==> src/rtl/jetson_spi_link.sv <==
// jetson_spi_link: SPI mode-0 slave for the Jetson command link, with a reply FIFO and on-demand count frames.
// Optional JETSON_LINK_STATS_EN adds a saturating frame-error counter reported in count frames.
module jetson_spi_link #(
    parameter int FIFO_AW     = 4,
    parameter int SYNC_STAGES = 2
) (
    input  logic        clk,
    input  logic        rst,
    input  logic        spi_sclk,
    input  logic        spi_mosi,
    output logic        spi_miso,
    input  logic        spi_cs_n,
    input  logic        cnt_req,
    output logic        irq,
    output logic        rx_valid,
    output logic [3:0]  rx_id,
    output logic [27:0] rx_data,
    input  logic        tx_valid,
    output logic        tx_ready,
    input  logic [3:0]  tx_id,
    input  logic [27:0] tx_data,
    output logic        frame_err
);
    typedef enum logic [1:0] {IDLE, LOAD, SHIFT, DONE} state_t;
    typedef enum logic [1:0] {SEL_NOP, SEL_HEAD, SEL_CNT} sel_t;
    state_t state, state_n;
    sel_t sel, sel_n;
    logic [SYNC_STAGES-1:0][3:0] sync_q;
    logic [3:0] s;
    logic [2:0] s_d;
    logic sclk_rise, sclk_fall, cs_fall, req_edge;
    logic is_load, is_shift, done_ok, done_err, push, pop, cnt_flag;
    logic [5:0] bitcnt;
    logic [31:0] rx_sr, tx_sr, word, cnt_word, occ32, head;
    logic [7:0] occ8;
    logic [15:0] stats;
    logic [FIFO_AW:0] wr_ptr, rd_ptr, occ, occ_n;
    logic [31:0] mem [1<<FIFO_AW];
`ifdef JETSON_LINK_STATS_EN
    logic [15:0] err_cnt, err_snap;
`endif

    // Synchronisers are left unreset so a reset inside a frame cannot fake a cs_n fall.
    always_ff @(posedge clk) begin
        sync_q <= {sync_q[SYNC_STAGES-2:0], spi_sclk, spi_mosi, spi_cs_n, cnt_req};
        s_d    <= {s[3], s[1:0]};
    end

    always_comb begin
        s         = sync_q[SYNC_STAGES-1];
        sclk_rise = s[3] & ~s_d[2];
        sclk_fall = ~s[3] & s_d[2];
        cs_fall   = ~s[1] & s_d[1];
        req_edge  = s[0] ^ s_d[0];
    end

    always_ff @(posedge clk) begin
        if (rst) state <= IDLE;
        else     state <= state_n;
    end

    always_comb begin
        state_n = state;
        unique case (state)
            IDLE:  state_n = cs_fall ? LOAD : IDLE;
            LOAD:  state_n = SHIFT;
            SHIFT: state_n = s[1] ? DONE : SHIFT;
            DONE:  state_n = cs_fall ? LOAD : IDLE;
        endcase
    end

    always_comb begin
        is_load  = state == LOAD;
        is_shift = state == SHIFT;
        done_ok  = state == DONE && bitcnt == 6'd32;
        done_err = state == DONE && bitcnt != 6'd32;
    end

    always_comb begin
        push  = tx_valid & tx_ready;
        pop   = done_ok && sel == SEL_HEAD;
        occ   = wr_ptr - rd_ptr;
        occ_n = occ + (FIFO_AW+1)'(push) - (FIFO_AW+1)'(pop);
        occ32 = 32'(occ);
        occ8  = occ32 > 32'd255 ? 8'hff : occ32[7:0];
`ifdef JETSON_LINK_STATS_EN
        stats = err_cnt;
`else
        stats = 16'h0;
`endif
        cnt_word = {4'h0, occ8, 4'h0, stats};
        head     = mem[rd_ptr[FIFO_AW-1:0]];
        sel_n    = cnt_flag ? SEL_CNT : occ != 0 ? SEL_HEAD : SEL_NOP;
        word     = cnt_flag ? cnt_word : occ != 0 ? head : 32'h0;
    end

    always_ff @(posedge clk) begin
        if (push) mem[wr_ptr[FIFO_AW-1:0]] <= {tx_id, tx_data};
    end

    always_ff @(posedge clk) begin
        if (rst) begin
            spi_miso  <= 1'b0;
            rx_valid  <= 1'b0;
            rx_id     <= 4'h0;
            rx_data   <= 28'h0;
            frame_err <= 1'b0;
            cnt_flag  <= 1'b0;
            wr_ptr    <= '0;
            rd_ptr    <= '0;
            tx_ready  <= 1'b1;
            irq       <= 1'b0;
            bitcnt    <= 6'd0;
            sel       <= SEL_NOP;
            tx_sr     <= 32'h0;
            rx_sr     <= 32'h0;
        end else begin
            rx_valid  <= done_ok && rx_sr[31:28] != 4'h0;
            frame_err <= done_err;
            if (done_ok && rx_sr[31:28] != 4'h0) {rx_id, rx_data} <= rx_sr;
            // A new request arriving as the count frame completes wins over the clear.
            cnt_flag  <= req_edge | (cnt_flag & ~(done_ok && sel == SEL_CNT));
            wr_ptr    <= wr_ptr + (FIFO_AW+1)'(push);
            rd_ptr    <= rd_ptr + (FIFO_AW+1)'(pop);
            tx_ready  <= ~occ_n[FIFO_AW];
            irq       <= occ_n != 0;
            if (is_load) begin
                sel      <= sel_n;
                tx_sr    <= {word[30:0], 1'b0};
                spi_miso <= word[31];
                bitcnt   <= 6'd0;
            end else if (is_shift) begin
                if (sclk_rise) begin
                    rx_sr <= {rx_sr[30:0], s[2]};
                    if (~&bitcnt) bitcnt <= bitcnt + 6'd1;
                end
                if (sclk_fall) begin
                    spi_miso <= tx_sr[31];
                    tx_sr    <= {tx_sr[30:0], 1'b0};
                end
            end else begin
                spi_miso <= 1'b0;
            end
        end
    end

`ifdef JETSON_LINK_STATS_EN
    // Subtracting the snapshot keeps any errors counted after the count frame was loaded.
    always_ff @(posedge clk) begin
        if (rst) begin
            err_cnt  <= 16'h0;
            err_snap <= 16'h0;
        end else begin
            if (is_load) err_snap <= err_cnt;
            if (done_err && err_cnt != 16'hffff) err_cnt <= err_cnt + 16'd1;
            else if (done_ok && sel == SEL_CNT) err_cnt <= err_cnt - err_snap;
        end
    end
`endif
endmodule

==> config.mk <==
export PLATFORM = sky130hd
export DESIGN_NAME = jetson_spi_link
export DESIGN_NICKNAME = d
export VERILOG_FILES = /design/src/rtl/jetson_spi_link.sv
export SDC_FILE = /design/constraint.sdc
export NUM_CORES = 1
export LEC_CHECK = 0
export BUFFER_PORTS_ARGS = -buffer_cell sky130_fd_sc_hd__buf_2
export CORE_MARGIN = 2
export CORE_UTILIZATION = 66
export DETAILED_ROUTE_END_ITERATION = 7
export PLACE_DENSITY = 0.94
export SYNTH_ARGS = -nofsm -noshare
export SYNTH_HDL_FRONTEND = slang
export SYNTH_SLANG_ARGS = --single-unit
==> constraint.sdc <==
create_clock -name clk -period 7.1 [get_ports clk]
set_input_delay 0.71 -clock clk [delete_from_list [all_inputs] [get_ports clk]]
set_output_delay 0.71 -clock clk [all_outputs]
set_load 0.01 [all_outputs]
[Word level (Yosys, flattened, before mapping)]
Memory sizes are Yosys's and may differ from the RTL's. A register that Yosys moved wholly into a read port is not among the register bits.
Index checks and enable logic that the tools add are counted.
Storage, ports and cells
  memories kept: 1
  output and inout bits: 37
  register bits after elaboration: 132
  RAM bits: 512
Cells by class
  reduce and logical (&&, ||, !) cells: 17
  muxes and demuxes: 16
  equal/unequal tests: 8
  add/subtract/negate cells: 6
  bitwise logic cells: 14
Memory list
  mem: words 16, width 32, read ports 1, clocked after Yosys merged registers in 1, wr ports 1, RTL line 38  | logic [31:0] mem [1<<FIFO_AW];
Operators by type and width (number)
  $mux 32: 5
  $add 5x1->5: 3
  $reduce_bool 5->1: 2
  $mux 1: 8
  $not 1->1: 7
  $add 6x1->6 const B: 1
  $eq 2x2->1 const B: 3
  $eq 6x6->1 const B: 1
  $ne 6x6->1 const B: 1
  $pmux 2 s3: 1
  $reduce_and 3->1: 2
  $reduce_and 6->1: 1
  $and 1x1->1: 5
  $logic_and 1x1->1: 5
  $sub 5x1->5: 1
  $sub 5x5->5: 1
  $eq 2x1->1 const B: 2
  $mux 4: 1
  $reduce_bool 2->1: 2
  $reduce_bool 4->1: 1
  $reduce_or 2->1: 2
  $ne 3x3->1 const B: 1
  $logic_not 2->1: 1
  $mux 2: 1
  other kinds (3): 3

[Depth between registers and ports, before layout]
  depth in word-level cells: 6
  depth in mapped cells: 15
  gate-level depth less buffers: 11

[Worst setup path before layout]
Ideal clock, no wire load.
  path type: input-to-reg
  from: input port tx_valid
  to: memory mem[3][0] (enable)
  slack: 3.258 ns
  arrival time: 3.381 ns
  stages: 4
  path buffers: 1
  path through: and2_1 > clkbuf_1 > nand3_1 > nor3_1
On the way
  cells in the longest elaborated chain, start to end: 3
RTL lines
  start, declared: RTL line 18  | input logic tx_valid,
  $and 1x1->1: RTL line 80  | push = tx_valid & tx_ready;
  $mux 1: RTL line 98  | if (push) mem[wr_ptr[FIFO_AW-1:0]] <= {tx_id, tx_data};
  $mux 1 (not written as such): RTL line 98
  end, declared: RTL line 38
No other way between the ends.

[Worst setup path after layout]
  from: register rd_ptr[2]
  to: register tx_sr[5]
On the way
  cells in the longest elaborated chain, start to end: 5
RTL lines
  start, declared: RTL line 37  | logic [FIFO_AW:0] wr_ptr, rd_ptr, occ, occ_n;
  start signal, assigned: RTL line 124  | rd_ptr <= rd_ptr + (FIFO_AW+1)'(pop);
  $sub 5x5->5: RTL line 82  | occ = wr_ptr - rd_ptr;
  $reduce_bool 5->1: RTL line 94  | word = cnt_flag ? cnt_word : occ != 0 ? head : 32'h0;
  $mux 32 (2 in a row): RTL line 94
  $mux 32: RTL line 127  | if (is_load) begin
  end signal, assigned: RTL line 129  | tx_sr <= {word[30:0], 1'b0};
  end signal, assigned: RTL line 139  | tx_sr <= {tx_sr[30:0], 1'b0};
  end, declared: RTL line 34  | logic [31:0] rx_sr, tx_sr, word, cnt_word, occ32, head;
No other way between the ends.
A chain may end at the register's enable or synchronous reset.

==> run summary <==
On the final layout, the worst hold slack is 0.194 ns. The first-pass GRT wire length was 85,400 um. Share of the synthesized area in the top cell type: 0.621. The detailed router placed 13,900 vias in this run. The synthesized design contains 644 register bits. For the worst flop-to-flop path, the logic depth is 12. The logs give 0 for the total of hold buffers inserted after clock tree synthesis and 0 for the count of endpoints failing hold in the final timing report. After legalization and detailed placement, the total HPWL measured 28,100 um.

The total setup violations reported at the end of the flow is 0. The tools report the post-cts gate resize count as 0. Start point of the worst min-delay path: spi_cs_n. A synthesized cell averages 16.5 um^2.

The post-route clock period utilization is 0.578. Dividing the detail-routed wire length by the instance count gives 27.1 um. The tools report the register-to-register setup slack as 3.00 ns. Sink of the worst hold path: sync_q[1].

The critical path contains buffers and inverters numbering 3 combined. Setup repair after global routing left no endpoint under its margin. STA classifies the critical path endpoint as a flop. The cell type with the highest aggregate area in the netlist was sky130_fd_sc_hd__edfxtp_1.

Critical path's top delay family: flip-flops. The clock drives 644 sinks. TritonCTS built the clock tree. Setup total negative slack on the finished layout was measured at 0 ns. The routed design could run at a clock period as short as 4.10 ns.

The netlist area before placement is 24,800 um^2, and the share of final-layout standard cells stronger than drive strength 1 is 0.212. For the number of buffers created by CTS, the log shows 58. The master of the slowest instance on the critical path is sky130_fd_sc_hd__dfxtp_4.

The initial core utilization was 0.673; the final count of pins violating max slew was 0. For the final database, setup skew stands at 0.0201 ns. Buffers added to address setup during post-CTS repair amount to 0. The tools report the remaining max-slew budget at the tightest pin as 0.183. The total area inside the core boundary comes to 36,800 um^2. The row count was 70; the power per standard cell area was 285 nW/um^2. The number of stages on the worst hold path works out to 1. Data arrives at the worst endpoint at 4.62 ns. The post-route core utilization is 0.748, and the number of instances in the synthesized netlist is 1,499. The pin count of the biggest net entering global routing was 68. The number of H-tree levels is 2, and the area enclosed by the die boundary is 39,100 um^2. In the post-synthesis netlist, the biggest area contributors are sky130_fd_sc_hd__edfxtp_1 62%, sky130_fd_sc_hd__mux4_2 12%, sky130_fd_sc_hd__dfxtp_1 11%, sky130_fd_sc_hd__nand2_1 3.3%, sky130_fd_sc_hd__nand3_1 2.0%. Initial antenna violation count: 3. The maximum clock path buffer count came out at 3.

Based on the critical path, the design can be clocked at up to 0.244 GHz. Kind of critical path: reg2reg. Across the VDD grid, the largest voltage drop is 229 uV. The tool flagged a number of max-cap violations equal to 0. The clock-pin transition on the worst setup and hold timing paths is 0.07 ns, and the peak per-stage delay on the critical path is 1.06 ns. Yosys printed 0 warnings. The share of the yosys chip area belonging to registers was 0.728; the remaining global-route overflow was 0. The worst register-to-register path ends at tx_sr[5]. For this design the static power due to leakage is 9.08 nW.

The tools report the type of element launching the critical path as a flop. In this run the number of cells on the critical path is 12. For the endpoint required time on the critical path, the log shows 7.62 ns. The critical path goes through inv_1 > ha_1 > nand2_1 > o21ai_1 > xor2_1 > inv_1 > ha_1 > nand3_1 > o311a_1 > buf_4 > nand3_1 > a311oi_1. The run finished with clean final reports.

After filler insertion, the fill cell instance count of the layout stands at 1,938. Relative to the synthesized area, the layout overhead comes to 11.1%. The cell at the root of the clock tree was sky130_fd_sc_hd__clkbuf_16.

The global-route usage over all layers is 0.301, and the vertical die dimension is 198 um. At the end of the flow, the number of nets in the layout was 1,631. The tools report the iteration-0 DRC count of the detailed router as 1,578. Pin slew with the least headroom to its limit: 1.22 ns. Yosys mapped the design onto 47 distinct sky130hd cell types.

Of all nets on the critical path, the largest fanout is 67. The number of nets produced by synthesis is 1,558. The die is 198 um wide. Dividing the detail-routed via count by the number of cells gives 6.65. The first-pass iteration count of the detailed router was 7; the final weighted congestion of routability-driven global placement was 0.790.

For this block, the routed nets add up to 56,700 um of wire. In this run the critical register-to-register path is launched from rd_ptr[2]. The worst hold path belongs to the class in2reg. The number of global-route vias before repair is 14,400, and the count of boundary I/O pins is 76. The detail route stage leaves a number of antenna-violating nets equal to 0. Buffers placed on the I/O ports in this run total 75. The clock latency on the worst-skew pair is 0.62 ns. For this run, design rule violations remaining after detail routing come to 0.
-- cells in the final DEF, fill, tap and decap left out, types with 4 or more instances in the layout --
cell type | netlist | final
sky130_fd_sc_hd__a21oi_1 | 47 | 46
sky130_fd_sc_hd__a311oi_1 | 29 | 29
sky130_fd_sc_hd__buf_2 | 25 | 74
sky130_fd_sc_hd__buf_4 | 15 | 29
sky130_fd_sc_hd__bufinv_16 | 0 | 6
sky130_fd_sc_hd__clkbuf_1 | 38 | 11
sky130_fd_sc_hd__clkbuf_16 | 0 | 59
sky130_fd_sc_hd__clkbuf_2 | 0 | 4
sky130_fd_sc_hd__clkinv_1 | 1 | 13
sky130_fd_sc_hd__clkinv_2 | 0 | 6
sky130_fd_sc_hd__clkinvlp_4 | 0 | 5
sky130_fd_sc_hd__dfxtp_1 | 132 | 129
sky130_fd_sc_hd__edfxtp_1 | 512 | 512
sky130_fd_sc_hd__ha_1 | 18 | 18
sky130_fd_sc_hd__inv_1 | 16 | 16
sky130_fd_sc_hd__mux2i_1 | 29 | 29
sky130_fd_sc_hd__mux4_2 | 129 | 129
sky130_fd_sc_hd__nand2_1 | 219 | 219
sky130_fd_sc_hd__nand2b_1 | 4 | 4
sky130_fd_sc_hd__nand3_1 | 101 | 101
sky130_fd_sc_hd__nand3b_1 | 4 | 4
sky130_fd_sc_hd__nor2_1 | 95 | 83
sky130_fd_sc_hd__nor2_4 | 0 | 12
sky130_fd_sc_hd__nor2b_1 | 8 | 8
sky130_fd_sc_hd__nor3_2 | 0 | 4
sky130_fd_sc_hd__o21ai_0 | 6 | 6
sky130_fd_sc_hd__xnor2_1 | 8 | 8
sky130_fd_sc_hd__xor2_1 | 11 | 11
-- worst reg2reg max path: stages, from the launching register on --
cell	delay, ns
sky130_fd_sc_hd__dfxtp_4	1.06
sky130_fd_sc_hd__inv_1	0.27
sky130_fd_sc_hd__ha_1	0.43
sky130_fd_sc_hd__nand2_1	0.07
sky130_fd_sc_hd__o21ai_1	0.15
sky130_fd_sc_hd__xor2_1	0.25
sky130_fd_sc_hd__inv_1	0.12
sky130_fd_sc_hd__ha_1	0.22
sky130_fd_sc_hd__nand3_1	0.08
sky130_fd_sc_hd__o311a_1	0.33
sky130_fd_sc_hd__buf_4	0.43
sky130_fd_sc_hd__nand3_1	0.24
sky130_fd_sc_hd__a311oi_1	0.35
-- metrics by stage --
step | instance area [um^2] | std cells | power (W) | setup slack (ns)
6_report | 27500 | 2091 | 0.00785 | 3.00
5_1_grt | 27500 | 2091 | 0.00806 | 2.80
4_1_cts | 27500 | 2089 | 0.00787 | 3.05
2_1_floorplan | 24800 | 1499 | 0.00459 | 3.26
3_5_place_dp | 25600 | 1980 | 0.00478 | 3.14
3_3_place_gp | 25600 | 1980 | 0.00473 | 3.44
-- worst max path at each step --
stage | startpoint | to
2_1_floorplan | tx_valid | mem[3][0]
3_3_place_gp | rd_ptr[2] | tx_sr[19]
3_5_place_dp | rd_ptr[2] | tx_sr[27]
4_1_cts | rd_ptr[2] | tx_sr[16]
5_1_grt | rd_ptr[2] | tx_sr[16]
6_report | rd_ptr[2] | tx_sr[5]
-- registers in the layout, summed over array words and instances (netlist names), 2 cells and up --
| signal | count |
|---|---|
| rx_id | 4 |
| state | 2 |
| rx_sr | 32 |
| sel | 2 |
| bitcnt | 6 |
| mem | 512 |
| rx_data | 28 |
| rd_ptr | 5 |
| s | 4 |
| s_d | 3 |
| wr_ptr | 5 |
| tx_sr | 31 |
| sync_q | 4 |
-- synth_stat cells (all sizes together) --
| cell type | n |
|---|---|
| nand3b | 4 |
| a221oi | 1 |
| nor3 | 6 |
| a21oi | 47 |
| nand2 | 219 |
| a22oi | 2 |
| a21o | 2 |
| xnor3 | 1 |
| a311oi | 29 |
| and3b | 1 |
| o41ai | 1 |
| edfxtp | 512 |
| nand3 | 101 |
| mux2i | 29 |
| xnor2 | 8 |
| o32ai | 1 |
| and2 | 1 |
| clkinv | 1 |
| clkbuf | 38 |
| nand4 | 3 |
| buf | 52 |
| dfxtp | 132 |
| a31oi | 3 |
| nor2b | 8 |
| nor4b | 1 |
| ha | 18 |
| inv | 17 |
| nand2b | 4 |
| o311a | 1 |
| o21bai | 1 |
| or2 | 3 |
| nor4 | 2 |
| and4 | 1 |
| nor2 | 95 |
| o2bb2ai | 1 |
| xor2 | 11 |
| o21ai | 8 |
| mux4 | 129 |
| and3 | 3 |
| fa | 2 |
-- layer usage --
metal  wire length, um  track usage
met5                 0            0
met4              2290        0.136
met3              5760       0.0547
met2             28900        0.506
met1             19700        0.389
-- cell families (layout without fill, tap and decap cells) --
family	Yosys count	after routing	synth area share
AO/OA/AOI/OAI	97	97	0.0258
AND/OR/NAND/NOR	452	452	0.0778
XOR/XNOR	20	20	0.00763
adder cells (fa/ha/maj)	20	20	0.0107
multiplexers	158	158	0.129
other	0	2	0
flip-flops	644	644	0.728
buffers and inverters	108	230	0.0214
-- report_power, final --
| group | leakage (nW) | total (W) | switching [W] | internal [W] |
|---|---|---|---|---|
| registers | 5.69 | 0.00426 | 0.0000512 | 0.00421 |
| clock network | 0.913 | 0.00313 | 0.00136 | 0.00177 |
| logic | 2.47 | 0.000456 | 0.000302 | 0.000154 |
| total | 9.08 | 0.00785 | 0.00171 | 0.00614 |
-- layout make-up --
class	instances	area, um^2	share of cell area
Antenna cell	2	5.00	0.000182
Clock buffer	76	1570	0.0569
Clock inverter	33	332	0.0120
Inverter	18	70.1	0.00255
Multi-Input combinational cell	747	6350	0.231
Sequential cell	644	18000	0.655
Tap cell	468	586	0.0213
Timing Repair Buffer	103	588	0.0214
No activity file was read; power rests on OpenSTA's default activity.
